--- src/rtl/punc_dmem_arbiter_pkg.sv ---
// punc_dmem_arbiter_pkg: shared arbiter state/owner encodings and width helper
package punc_dmem_arbiter_pkg;
  typedef enum logic [1:0] {ARB_ST_IDLE, ARB_ST_ISSUE, ARB_ST_WAIT, ARB_ST_ACK} arb_st_e;
  typedef enum logic {ARB_OWNER_CPU, ARB_OWNER_DBG} arb_owner_e;
  function automatic int cw(input int n);
    return n > 1 ? $clog2(n) : 1;
  endfunction
endpackage

--- src/rtl/punc_dmem_arbiter_starve_cnt.sv ---
// punc_arb_starve_cnt: saturating count of CPU grants taken over a waiting debug request
module punc_arb_starve_cnt
  import punc_dmem_arbiter_pkg::*;
#(
  parameter int DBG_MAX_WAIT = 4
) (
  input  logic clk,
  input  logic rst,
  input  logic inc,
  input  logic clr,
  output logic at_max
);
  localparam int W = cw(DBG_MAX_WAIT + 1);
  logic [W-1:0] cnt;
  assign at_max = cnt == W'(DBG_MAX_WAIT);
  always_ff @(posedge clk) begin
    if (rst || clr) cnt <= '0;
    else if (inc && !at_max) cnt <= cnt + 1'b1;
  end
endmodule

--- src/rtl/punc_dmem_arbiter.sv ---
// punc_dmem_arbiter: serialises CPU and debug accesses onto the single data-memory port
module punc_dmem_arbiter
  import punc_dmem_arbiter_pkg::*;
#(
  parameter int ADDR_W       = 16,
  parameter int DATA_W       = 16,
  parameter int MEM_LAT      = 1,
  parameter int DBG_MAX_WAIT = 4
) (
  input  logic              clk,
  input  logic              rst,
  input  logic              cpu_req,
  input  logic              cpu_we,
  input  logic [ADDR_W-1:0] cpu_addr,
  input  logic [DATA_W-1:0] cpu_wdata,
  output logic              cpu_ack,
  output logic [DATA_W-1:0] cpu_rdata,
  input  logic              dbg_req,
  input  logic              dbg_we,
  input  logic [ADDR_W-1:0] dbg_addr,
  input  logic [DATA_W-1:0] dbg_wdata,
  output logic              dbg_ack,
  output logic [DATA_W-1:0] dbg_rdata,
  output logic              mem_en,
  output logic              mem_we,
  output logic [ADDR_W-1:0] mem_addr,
  output logic [DATA_W-1:0] mem_wdata,
  input  logic [DATA_W-1:0] mem_rdata,
  output logic              busy
);
  localparam int LW = cw(MEM_LAT);
  arb_st_e st, st_n;
  arb_owner_e own;
  logic we_q, at_max, grant, grant_dbg, done;
  logic [LW-1:0] cnt;
  punc_arb_starve_cnt #(.DBG_MAX_WAIT(DBG_MAX_WAIT)) u_starve (
    .clk(clk),
    .rst(rst),
    .inc(grant && !grant_dbg && dbg_req),
    .clr(grant && grant_dbg),
    .at_max(at_max)
  );
  always_comb begin
    grant = st == ARB_ST_IDLE && (cpu_req || dbg_req);
    grant_dbg = dbg_req && (!cpu_req || at_max);
    done = st == ARB_ST_WAIT && cnt == '0;
    st_n = st == ARB_ST_IDLE  ? (grant ? ARB_ST_ISSUE : ARB_ST_IDLE) :
           st == ARB_ST_ISSUE ? ARB_ST_WAIT :
           st == ARB_ST_WAIT  ? (done ? ARB_ST_ACK : ARB_ST_WAIT) : ARB_ST_IDLE;
  end
  always_ff @(posedge clk) begin
    if (rst) begin
      st <= ARB_ST_IDLE;
      own <= ARB_OWNER_CPU;
      we_q <= 1'b0;
      cnt <= '0;
      mem_addr <= '0;
      mem_wdata <= '0;
      cpu_rdata <= '0;
      dbg_rdata <= '0;
    end else begin
      st <= st_n;
      if (grant) begin
        own <= grant_dbg ? ARB_OWNER_DBG : ARB_OWNER_CPU;
        we_q <= grant_dbg ? dbg_we : cpu_we;
        mem_addr <= grant_dbg ? dbg_addr : cpu_addr;
        mem_wdata <= grant_dbg ? dbg_wdata : cpu_wdata;
      end
      if (st == ARB_ST_ISSUE) cnt <= LW'(MEM_LAT - 1);
      else if (st == ARB_ST_WAIT && !done) cnt <= cnt - 1'b1;
      if (done && !we_q && own == ARB_OWNER_CPU) cpu_rdata <= mem_rdata;
      if (done && !we_q && own == ARB_OWNER_DBG) dbg_rdata <= mem_rdata;
    end
  end
  assign mem_en = st == ARB_ST_ISSUE;
  assign mem_we = mem_en && we_q;
  assign busy = st != ARB_ST_IDLE;
  assign cpu_ack = st == ARB_ST_ACK && own == ARB_OWNER_CPU;
  assign dbg_ack = st == ARB_ST_ACK && own == ARB_OWNER_DBG;
endmodule

--- config.mk ---
export PLATFORM = sky130hd
export DESIGN_NAME = punc_dmem_arbiter
export DESIGN_NICKNAME = d
export VERILOG_FILES = /design/src/rtl/punc_dmem_arbiter_pkg.sv /design/src/rtl/punc_dmem_arbiter_starve_cnt.sv /design/src/rtl/punc_dmem_arbiter.sv
export SDC_FILE = /design/constraint.sdc
export NUM_CORES = 1
export LEC_CHECK = 0
export ABC_AREA = 0
export BUFFER_PORTS_ARGS = -buffer_cell sky130_fd_sc_hd__buf_2
export CAP_MARGIN = 20
export CELL_PAD_IN_SITES_DETAIL_PLACEMENT = 0
export CELL_PAD_IN_SITES_GLOBAL_PLACEMENT = 2
export CORE_MARGIN = 2
export CORE_UTILIZATION = 27
export DETAILED_ROUTE_END_ITERATION = 7
export HOLD_SLACK_MARGIN = 0.05
export PLACE_DENSITY_LB_ADDON = 0.1
export SLEW_MARGIN = 0
export SYNTH_ARGS = -nofsm -noshare
export SYNTH_HDL_FRONTEND = slang
export SYNTH_HIERARCHICAL = 1
export SYNTH_SLANG_ARGS = --single-unit
--- constraint.sdc ---
create_clock -name clk -period 4.64 [get_ports clk]
set_input_delay 0.464 -clock clk [delete_from_list [all_inputs] [get_ports clk]]
set_output_delay 0.464 -clock clk [all_outputs]
set_load 0.02 [all_outputs]
== Word level (Yosys, flattened, before mapping) ==
Index checks and enable logic that the tools add are counted.

* Flip-flop bits (word level): 72
* Output and inout port bits: 69
* Word-level logic and storage cells: 51

* Add/subtract/negate cells: 2
* Eq/ne operators: 4
* Multiplexer cells: 9
* Bitwise operators: 2
* Reductions and logical operators: 25

{| class="wikitable"
|+ Operators with widths
! operator !! number
|-
| 16-bit two-way mux || 2
|-
| 1-bit logical AND || 14
|-
| 2-bit two-way mux || 3
|-
| 1-bit zero test || 5
|-
| 2-bit == test, second input constant || 2
|-
| 1-bit two-way mux || 4
|-
| 3-bit by 1-bit adder with 3-bit output, second input constant || 1
|-
| 3-bit == test, second input constant || 1
|-
| 1-bit logical OR || 3
|-
| 2-bit by 1-bit == test with 1-bit output, second input constant || 1
|-
| 2-bit zero test || 1
|-
| 1-bit inverter || 2
|-
| 2-bit nonzero test || 1
|-
| 2-bit OR reduction || 1
|-
| 1-bit subtractor, second input constant || 1
|}

== Longest topological paths before layout ==
Gate-level depths: netlist of the first run.

* Depth in word-level cells: 7
* Mapped depth: 7
* Mapped depth without buffers: 7

== Cells and area by module ==
The synthesis of the first run kept the hierarchy.

{| class="wikitable"
|+ By module, submodules not included
! module !! instances !! cells each !! area each (um^2) !! seq. area each (um^2)
|-
| punc_dmem_arbiter || 1 || 285 || 2728.9 || 1381.3
|-
| punc_arb_starve_cnt || 1 || 18 || 187.7 || 60.1
|}

== Worst setup path after synthesis of the first run ==
Ideal clock, no wire load.

* Path kind: reg-to-reg
* From: register u_starve.cnt[0]
* To: register u_starve.cnt[0]
* Setup time: 123 ps
* Data arrival time: 1699 ps
* Data required time: 4517 ps
* Slack: 2818 ps
* Stages on the path, launching flop included: 8
* Clock period less this slack: 1822 ps
* Cells stage by stage: dfxtp_1 -> inv_1 -> ha_1 -> and2_1 -> nor2b_1 -> nor2b_1 -> a21boi_2 -> mux2_1

* Longest elaborated chain between the ends: 7
* Elaborated cells on any way between the ends: 11
* Those cells by class: add/sub (1); eq/ne (1); reduce/logical (9)

{| class="wikitable"
|+ Ends and longest elaborated chain
! element !! RTL line !! text
|-
| start: declaration || punc_dmem_arbiter_starve_cnt.sv:14 || <nowiki>logic [W-1:0] cnt;</nowiki>
|-
| start signal: assignment || punc_dmem_arbiter_starve_cnt.sv:18 || <nowiki>else if (inc && !at_max) cnt <= cnt + 1'b1;</nowiki>
|-
| 3-bit == test * || punc_dmem_arbiter_starve_cnt.sv:15 || <nowiki>assign at_max = cnt == W'(DBG_MAX_WAIT);</nowiki>
|-
| via at_max || punc_dmem_arbiter.sv:34 || <nowiki>logic we_q, at_max, grant, grant_dbg, done;</nowiki>
|-
| 1-bit logical OR || punc_dmem_arbiter.sv:45 || <nowiki>grant_dbg = dbg_req && (!cpu_req || at_max);</nowiki>
|-
| 1-bit logical AND || punc_dmem_arbiter.sv:45 ||
|-
| 1-bit zero test || punc_dmem_arbiter.sv:39 || <nowiki>.inc(grant && !grant_dbg && dbg_req),</nowiki>
|-
| 1-bit logical AND (2 in series) || punc_dmem_arbiter.sv:39 ||
|-
| 1-bit logical AND || punc_dmem_arbiter_starve_cnt.sv:18 ||
|}

Mark *: on every way through the listed nets, which the timed path passes. The rest lies on a longest branch.
A chain may end at the register's enable or synchronous reset.

== Worst setup path in the final report of the first run ==
* From: register u_starve.cnt[0]
* To: register u_starve.cnt[1]

The elaborated chain is that of the path after synthesis.

==> results of run 1 <==
==> stage by stage <==
step / worst slack (ns) / cells / area (sq um) / hold slack [ns] / util (%)
after floorplan: 2.82 / 303 / 2920 / 0.532 / -
after global placement: 2.53 / 572 / 3770 / 0.441 / 36.2
after detailed placement: 2.53 / 572 / 3770 / 0.444 / 36.2
after CTS: 2.53 / 588 / 4010 / 0.320 / 38.5
after global routing: 2.39 / 588 / 4010 / 0.319 / 38.5
final: 2.57 / 588 / 4010 / 0.343 / 38.5
==> worst max-delay path by stage <==
stage	from	endpoint	slack, ns	cells after the start
detailed placement	rst	mem_addr[6]	2.53	4
CTS	u_starve/cnt[0]	u_starve/cnt[1]	2.53	7
finish	u_starve/cnt[0]	u_starve/cnt[1]	2.57	7
floorplan	u_starve/cnt[0]	u_starve/cnt[0]	2.82	7
global placement	rst	mem_wdata[6]	2.53	4
global route	u_starve/cnt[0]	u_starve/cnt[0]	2.39	7
==> worst reg2reg max path, stage by stage, from the launching register on <==
cell      delay, ns
dfxtp_1        0.37
inv_1          0.05
ha_1           0.23
and2_1         0.21
nor2b_1        0.31
nor2b_1        0.24
a21boi_2       0.22
mux2_1         0.33
==> cell type report <==
cell class	count	share of cell area [%]
multi-input cells	201	33.3
flip-flops and latches	72	35.9
repair buffers	158	20.0
well taps	136	4.24
clock buffers	10	3.18
clock inverters	6	2.87
inverters	5	0.468
==> state kept, by name, indices dropped and copies added, names as in the netlist <==
signal	flops
cpu_rdata	16
mem_addr	16
cnt	1
we_q	1
own	1
mem_wdata	16
dbg_rdata	16
st	2
u_starve/cnt	3
==> cells in the final DEF, fill, tap and decap left out, types with 2 or more instances in the layout <==
master     synthesis  final
nor2b_1            3      3
nor3b_1           37     37
nor2_1             4      4
buf_2             11    154
inv_1              5      5
a221o_1           33     33
nand2_1           66     66
clkbuf_8           0      9
and2_1             3      3
nor4b_1            2      2
dfxtp_1           72     72
mux2_1             2      2
ha_1               6      6
inv_6              0      2
bufinv_16          0      3
buf_4              4      4
a21oi_1           33     33
==> power breakdown <==
| group | total, mW | switching, mW | internal, mW |
|---|---|---|---|
| clock network | 0.603 | 0.242 | 0.361 |
| logic | 0.210 | 0.121 | 0.0898 |
| registers | 0.666 | 0.0165 | 0.650 |
| total | 1.48 | 0.379 | 1.10 |
==> per-layer routing <==
metal,wire [microns],vias to the layer above,GRT usage [%]
met5,0,-,0
met4,76,0,3.85
met3,824,7,6.93
met2,3920,109,24.2
met1,3490,1241,16.4
li1,-,1373,-
==> kinds of logic after synthesis <==
family / count (synthesis) / share of synthesized area, %
flops: 72 / 49.4
fa+ha+maj: 6 / 2.57
simple gates: 123 / 23.7
buf+inv: 30 / 5.19
mux: 2 / 0.772
compound gates: 70 / 18.4
==> impl_metrics.ini, run 1 <==
[status]
status = finished, final reports clean

[layout]
final_nets = 539
diodes = 0
fillCellCount = 1116
drive_above_1_share_pct = 39.6
regArea_sq_um = 1440
multi_input_area_sq_um = 1340
area_delta_synth_final_pct = 37.5

[clocking]
numCtsBuffers = 9
htreeDepth = 3
cts_tree = done
cts_setup_buffers = 0
cts_resized = 0
hold_buffers = 0
clk_latency_ns = 0.34
clockBufferDepth = 2
cts.sinks = 72
cts-root-buf = clkbuf_8
clkTransAtPathRegs_ns = 0.08

[yosys]
synth.area.top_cells = dfxtp_1, a221o_1, nor3b_1, nand2_1, a21oi_1
syn_area_sq_um = 2920
synth_enable_flop_cells = 0
syn_avg_cell_area_sq_um = 9.63
synth_top_area_share_pct = 49.4
synth_top_area_cell = dfxtp_1
synth-seq-cells = 72
seq_area_frac_synth_pct = 49.4
syn-num-nets = 395
yosysUniqueCellTypes = 30
syn-instance-count = 303
yosysWarnings = 6
synth.most_common_cell = dfxtp_1
ys.flop_type = dfxtp_1
ys_top_cells_by_count = dfxtp_1, nand2_1, nor3b_1
async_flop_share_pct = 0

[pwr]
ir_worst_vdd_mv = 0.232
power_density_nw_per_um2 = 369
power.total_mw = 1.48
leakage_nw = 1.79

[placed_design]
dpl.hpwl_mm = 5.78
gp_congestion = 0.710
portBuffers = 154

[global_routing]
grt_util_all_layers_pct = 14.4
grt_pass1_vias = 2658
gr-total-overflow = 0
antenna_found_initial = 0
grt_max_degree = 47
grt_pass1_wl_mm = 13.0

[sta]
fin_skew_ns = 0.00980
hold_viol_final = 0
tightest_slew_ns = 0.941
fin_crit_sh_pct = 44.6
fin_crit_ns = 2.07
drv_slew = 0
setup_tns_ns = 0
max_freq_mhz = 483
rsz0062_at_grt = false
slew_headroom_pct = 37.3
setup_viol = 0

[route]
firstDrtPassIters = 4
viasPerCell = 4.64
ant_nets = 0
routed_wl_mm = 8.31
vias = 2730
wl_per_cell_microns = 14.1
drt_iter0_drc = 93
drc_errors = 0

[hold_path]
hp-start = cpu_wdata[4]
whs_path_depth = 2
min_path_type = input pin to flop
hold_path_end = mem_wdata[4]

[setup_path]
crit_path_max_incr_delay_ns = 0.37
crit_slowest_cell = dfxtp_1
worstSetupPathType = flop to flop
cp.arrival_ns = 2.29
crit_buf_inv = 1
r2r_cells = 7
crit_path_cell_trace = inv_1 -> ha_1 -> and2_1 -> nor2b_1 -> nor2b_1 -> a21boi_2 -> mux2_1
cp-end-kind = flop
path_common_cell = nor2b_1
cp_top_family = simple AND/OR/NAND/NOR gates
timing.rr.end = u_starve/cnt[1]
crit_required_ns = 4.86
cp_max_fo = 4
cp-start-kind = flop
reg2reg_from = u_starve/cnt[0]
reg2reg_slack_ns = 2.57

[die]
die_w_microns = 108
io_pins = 155
initial_core_util_pct = 28.0
die_height_microns = 108
rows = 37
dieArea_sq_um = 11600
core_region_area_sq_um = 10400

[flow_run]
drv_cap = 0
No activity file was read; power rests on OpenSTA's default activity.
==> run 2: changes to the inputs <==
--- a/config.mk
+++ b/config.mk
@@ -11,7 +11,7 @@
 export CELL_PAD_IN_SITES_DETAIL_PLACEMENT = 0
 export CELL_PAD_IN_SITES_GLOBAL_PLACEMENT = 2
 export CORE_MARGIN = 2
-export CORE_UTILIZATION = 27
+export CORE_UTILIZATION = 25
 export DETAILED_ROUTE_END_ITERATION = 7
 export HOLD_SLACK_MARGIN = 0.05
 export PLACE_DENSITY_LB_ADDON = 0.1
==> constraint.sdc (replaced) <==
create_clock -name clk -period 2.2 [get_ports clk]
set_input_delay 0.22 -clock clk [delete_from_list [all_inputs] [get_ports clk]]
set_output_delay 0.22 -clock clk [all_outputs]
set_load 0.02 [all_outputs]
==> impl_metrics.ini, run 2 (synthesis results as in run 1) <==
[sta]
setup_tns_ns = 0
drv_slew = 0
slew_headroom_pct = 56.4
max_freq_mhz = 514
fin_skew_ns = 0.00675
rsz0062_at_grt = false
setup_viol = 0
fin_crit_sh_pct = 88.4
tightest_slew_ns = 0.654
hold_viol_final = 0
fin_crit_ns = 1.94

[clocking]
clockBufferDepth = 2
numCtsBuffers = 9
cts_resized = 0
cts_setup_buffers = 0
htreeDepth = 3
cts_tree = done
clk_latency_ns = 0.33
clkTransAtPathRegs_ns = 0.06
hold_buffers = 0
cts.sinks = 72
cts-root-buf = clkbuf_16

[route]
drc_errors = 0
firstDrtPassIters = 4
viasPerCell = 4.68
drt_iter0_drc = 161
wl_per_cell_microns = 14.9
vias = 2806
ant_nets = 0
routed_wl_mm = 8.90

[hold_path]
min_path_type = input pin to flop

[pwr]
pwr-share-comb_pct = 14.4
ir_worst_vdd_mv = 0.315
p_int_mw = 2.40
p_seq_share_pct = 43.6
power.total_mw = 3.22
power_density_nw_per_um2 = 784
power.switching_uw = 823
p_sw_share_pct = 25.5
p_clk_share_pct = 42.0
leakage_nw = 1.83

[die]
core_region_area_sq_um = 11400
die_w_microns = 112
dieArea_sq_um = 12500
die_height_microns = 112
rows = 39
initial_core_util_pct = 25.5
io_pins = 155

[setup_path]
crit_path_cell_trace = inv_1 -> ha_1 -> and2_1 -> nor2b_1 -> buf_4 -> nor3_4 -> buf_4 -> a221o_1
cp_top_family = buffers and inverters
path_common_cell = buf_4
crit_slowest_cell = a221o_1
cp-end-kind = flop
crit_required_ns = 2.41
crit_buf_inv = 3
cp.arrival_ns = 2.16
worstSetupPathType = flop to flop
crit_path_max_incr_delay_ns = 0.39
cp_max_fo = 33
cp-start-kind = flop

[layout]
layout_common_cells = buf_2, dfxtp_1, nand2_1, nor3b_1
fillCellCount = 1213
mostFrequentLayoutCell = buf_2
diodes = 0
stdcell_area_sq_um = 4110
area_delta_synth_final_pct = 40.9
final_nets = 543
drive_above_1_share_pct = 39.7

[flow_run]
drv_cap = 0

[global_routing]
grt_max_degree = 35
grt_pass1_wl_mm = 14.3
grt_util_all_layers_pct = 14.3
antenna_found_initial = 0
grt_pass1_vias = 2800
gr-total-overflow = 0

[placed_design]
portBuffers = 154
placed_area_sq_um = 3830
gp_congestion = 0.711
dpl.hpwl_mm = 6.10

[status]
status = finished, final reports clean
## run 2: cell types whose count changed in the layout (fill, tap and decap cells not counted), sizes merged
| cell | delta |
|---|---|
| buf | +4 |
| bufinv | -3 |
| clkbuf | +4 |
| clkinv | +2 |
| clkinvlp | -1 |
| inv | -2 |
## run 2: final cells by class
| cell class | count | area, sq um | area share [%] |
|---|---|---|---|
| inverter | 5 | 18.8 | 0.457 |
| tap | 143 | 179 | 4.35 |
| clock buffer | 14 | 264 | 6.42 |
| multi-input combinational | 201 | 1340 | 32.5 |
| clock inverter | 2 | 13.8 | 0.335 |
| timing repair buffer | 162 | 856 | 20.8 |
| sequential | 72 | 1440 | 35.1 |
## run 2: per-stage QoR
step | utilization [%] | cells | hold slack (ns) | setup WS, ns
after floorplan | - | 303 | 0.294 | 0.378
after global placement | 33.6 | 583 | 0.439 | 0.273
after detailed placement | 33.6 | 583 | 0.444 | 0.249
after CTS | 36.0 | 599 | 0.0965 | 0.241
after global routing | 36.0 | 599 | 0.104 | 0.144
final | 36.0 | 599 | 0.113 | 0.255
## run 2: routing by layer
layer | global-route usage, % | part of all wire [%] | routed length [microns]
met5 | 0 | 0 | 0
met3 | 6.16 | 10 | 897
met2 | 22.5 | 45 | 4000
met1 | 17.5 | 43 | 3840
met4 | 5.45 | 1.8 | 164
## run 2: path summary, 6_finish.rpt
| kind | startpoint | end | slack [ns] | cells after the start |
|---|---|---|---|---|
| hold / removal | cpu_addr[8] | mem_addr[8] | 0.11 | 2 |
| setup reg to reg | u_starve/cnt[0] | mem_addr[7] | 0.26 | 8 |
| hold reg to reg | dbg_rdata[11] | dbg_rdata[11] | 0.45 | 2 |
| setup / recovery | u_starve/cnt[0] | mem_addr[7] | 0.26 | 8 |
## run 2: power groups by stage
stage          registers (mW)  logic, mW  clock network, mW
2_1_floorplan            1.51      0.188                  0
3_3_place_gp             1.44      0.472                  0
3_5_place_dp             1.43      0.472                  0
4_1_cts                  1.41      0.472               1.42
5_1_grt                  1.42      0.508               1.47
6_report                 1.41      0.464               1.35
==> run 3: changes to the inputs <==
--- a/config.mk
+++ b/config.mk
@@ -11,7 +11,8 @@
 export CELL_PAD_IN_SITES_DETAIL_PLACEMENT = 0
 export CELL_PAD_IN_SITES_GLOBAL_PLACEMENT = 2
 export CORE_MARGIN = 2
-export CORE_UTILIZATION = 25
+export CORE_UTILIZATION = 26
+export CTS_BUF_LIST = sky130_fd_sc_hd__clkbuf_8
 export DETAILED_ROUTE_END_ITERATION = 7
 export HOLD_SLACK_MARGIN = 0.05
 export PLACE_DENSITY_LB_ADDON = 0.1
==> impl_metrics.ini, run 3 (synthesis results as in run 1) <==
[die]
core_region_area_sq_um = 10900
initial_core_util_pct = 26.8
io_pins = 155
rows = 38
die_height_microns = 110
die_w_microns = 110
dieArea_sq_um = 12100

[clocking]
clk_latency_ns = 0.35
cts_resized = 0
numCtsBuffers = 9
hold_buffers = 0
cts-root-buf = clkbuf_8
clockBufferDepth = 2
htreeDepth = 3
cts_tree = done
cts_setup_buffers = 0
cts.sinks = 72
clkTransAtPathRegs_ns = 0.07

[global_routing]
grt_util_all_layers_pct = 14.6
gr-total-overflow = 0
grt_pass1_wl_mm = 13.4
grt_pass1_vias = 2651
grt_max_degree = 76
antenna_found_initial = 0

[setup_path]
reg2reg_from = u_starve/cnt[0]
crit_slowest_cell = nor3_4
cp_max_fo = 22
cp_top_family = simple AND/OR/NAND/NOR gates
cp.arrival_ns = 2.25
crit_buf_inv = 3
cp-start-kind = flop
crit_path_cell_trace = inv_1 -> ha_1 -> and2_1 -> nor2b_1 -> buf_4 -> nor3_4 -> buf_12 -> a221o_1
worstSetupStartpoint = u_starve/cnt[0]
crit_path_max_incr_delay_ns = 0.48
cp-end-kind = flop
worstSetupPathType = flop to flop
crit_required_ns = 2.49

[flow_run]
drv_cap = 0

[route]
ant_nets = 0
drt_iter0_drc = 109
viasPerCell = 4.68
firstDrtPassIters = 4
drc_errors = 0
vias = 2793
wl_per_cell_microns = 14.6
routed_wl_mm = 8.73

[sta]
setup_viol = 0
tightest_slew_ns = 0.615
setup_tns_ns = 0
max_freq_mhz = 511
hold_viol_final = 0
slew_headroom_pct = 58.9
fin_skew_ns = 0.00450
fin_crit_sh_pct = 88.9
drv_slew = 0
fin_crit_ns = 1.96
rsz0062_at_grt = false

[pwr]
power.total_mw = 3.09
leakage_nw = 1.83
power_density_nw_per_um2 = 756
ir_worst_vdd_mv = 0.485

[hold_path]
min_path_type = input pin to flop
hp-start = cpu_addr[9]

[layout]
mostFrequentLayoutCell = buf_2
diodes = 0
area_delta_synth_final_pct = 40.4
final_nets = 544
layout_common_cells = buf_2, dfxtp_1, nand2_1, nor3b_1
drive_above_1_share_pct = 40.0

[placed_design]
dpl.hpwl_mm = 5.81
portBuffers = 154
gp_congestion = 0.719

[status]
status = finished, final reports clean
==> run 3: changes by cell type in the layout (fill, tap and decap cells not counted) <==
cell | before | now
buf_12 | 2 | 4
buf_4 | 6 | 5
bufinv_16 | 0 | 2
clkbuf_1 | 3 | 0
clkbuf_16 | 9 | 0
clkbuf_8 | 2 | 12
clkinv_2 | 1 | 0
clkinv_4 | 1 | 0
inv_1 | 5 | 7
==> run 3: worst register-to-register path, stage by stage (launching register included) <==
cell and delay, ns:
dfxtp_1 0.33, inv_1 0.06, ha_1 0.18, and2_1 0.22, nor2b_1 0.08, buf_4 0.15
nor3_4 0.48, buf_12 0.25, a221o_1 0.16
==> run 3: path summary, 6_finish.rpt <==
path         slack (ns)  depth (start not counted)      endpoint
max reg2reg        0.24                          8  mem_wdata[7]
max                0.24                          8  mem_wdata[7]
min reg2reg        0.45                          2  cpu_rdata[4]
min                0.09                          2   mem_addr[9]
==> run 3: power breakdown <==
group          internal, mW  total, mW  switching, mW
Combinational         0.208      0.472          0.264
Sequential             1.37       1.41         0.0342
Clock                 0.724       1.22          0.492
==> run 3: final cells by class <==
cell class                 count  area [sq um]
clock buffer                  12           165
clock inverter                 4          67.6
fill                        1132          6790
inverter                       5          18.8
multi-input combinational    201          1340
sequential                    72          1440
tap                          140           175
timing repair buffer         163           888
==> run 3: metrics by stage <==
| stage | hold slack, ns | setup slack (ns) | instance area (sq um) | std cells | utilization, % |
|---|---|---|---|---|---|
| 2_1_floorplan | 0.294 | 0.378 | 2920 | 303 | - |
| 3_3_place_gp | 0.439 | 0.256 | 3860 | 581 | 35.5 |
| 3_5_place_dp | 0.445 | 0.227 | 3860 | 581 | 35.5 |
| 4_1_cts | 0.0622 | 0.192 | 4090 | 597 | 37.6 |
| 5_1_grt | 0.0626 | 0.0755 | 4090 | 597 | 37.6 |
| 6_report | 0.0896 | 0.243 | 4090 | 597 | 37.6 |
==> run 3: routing by layer <==
layer  up-vias  wire [microns]  track usage, %
li1       1381               -               -
met1      1289            3770            17.2
met3         9             778            6.64
met5         -               0               0
met4         0             106            4.70
met2       114            4080            23.7
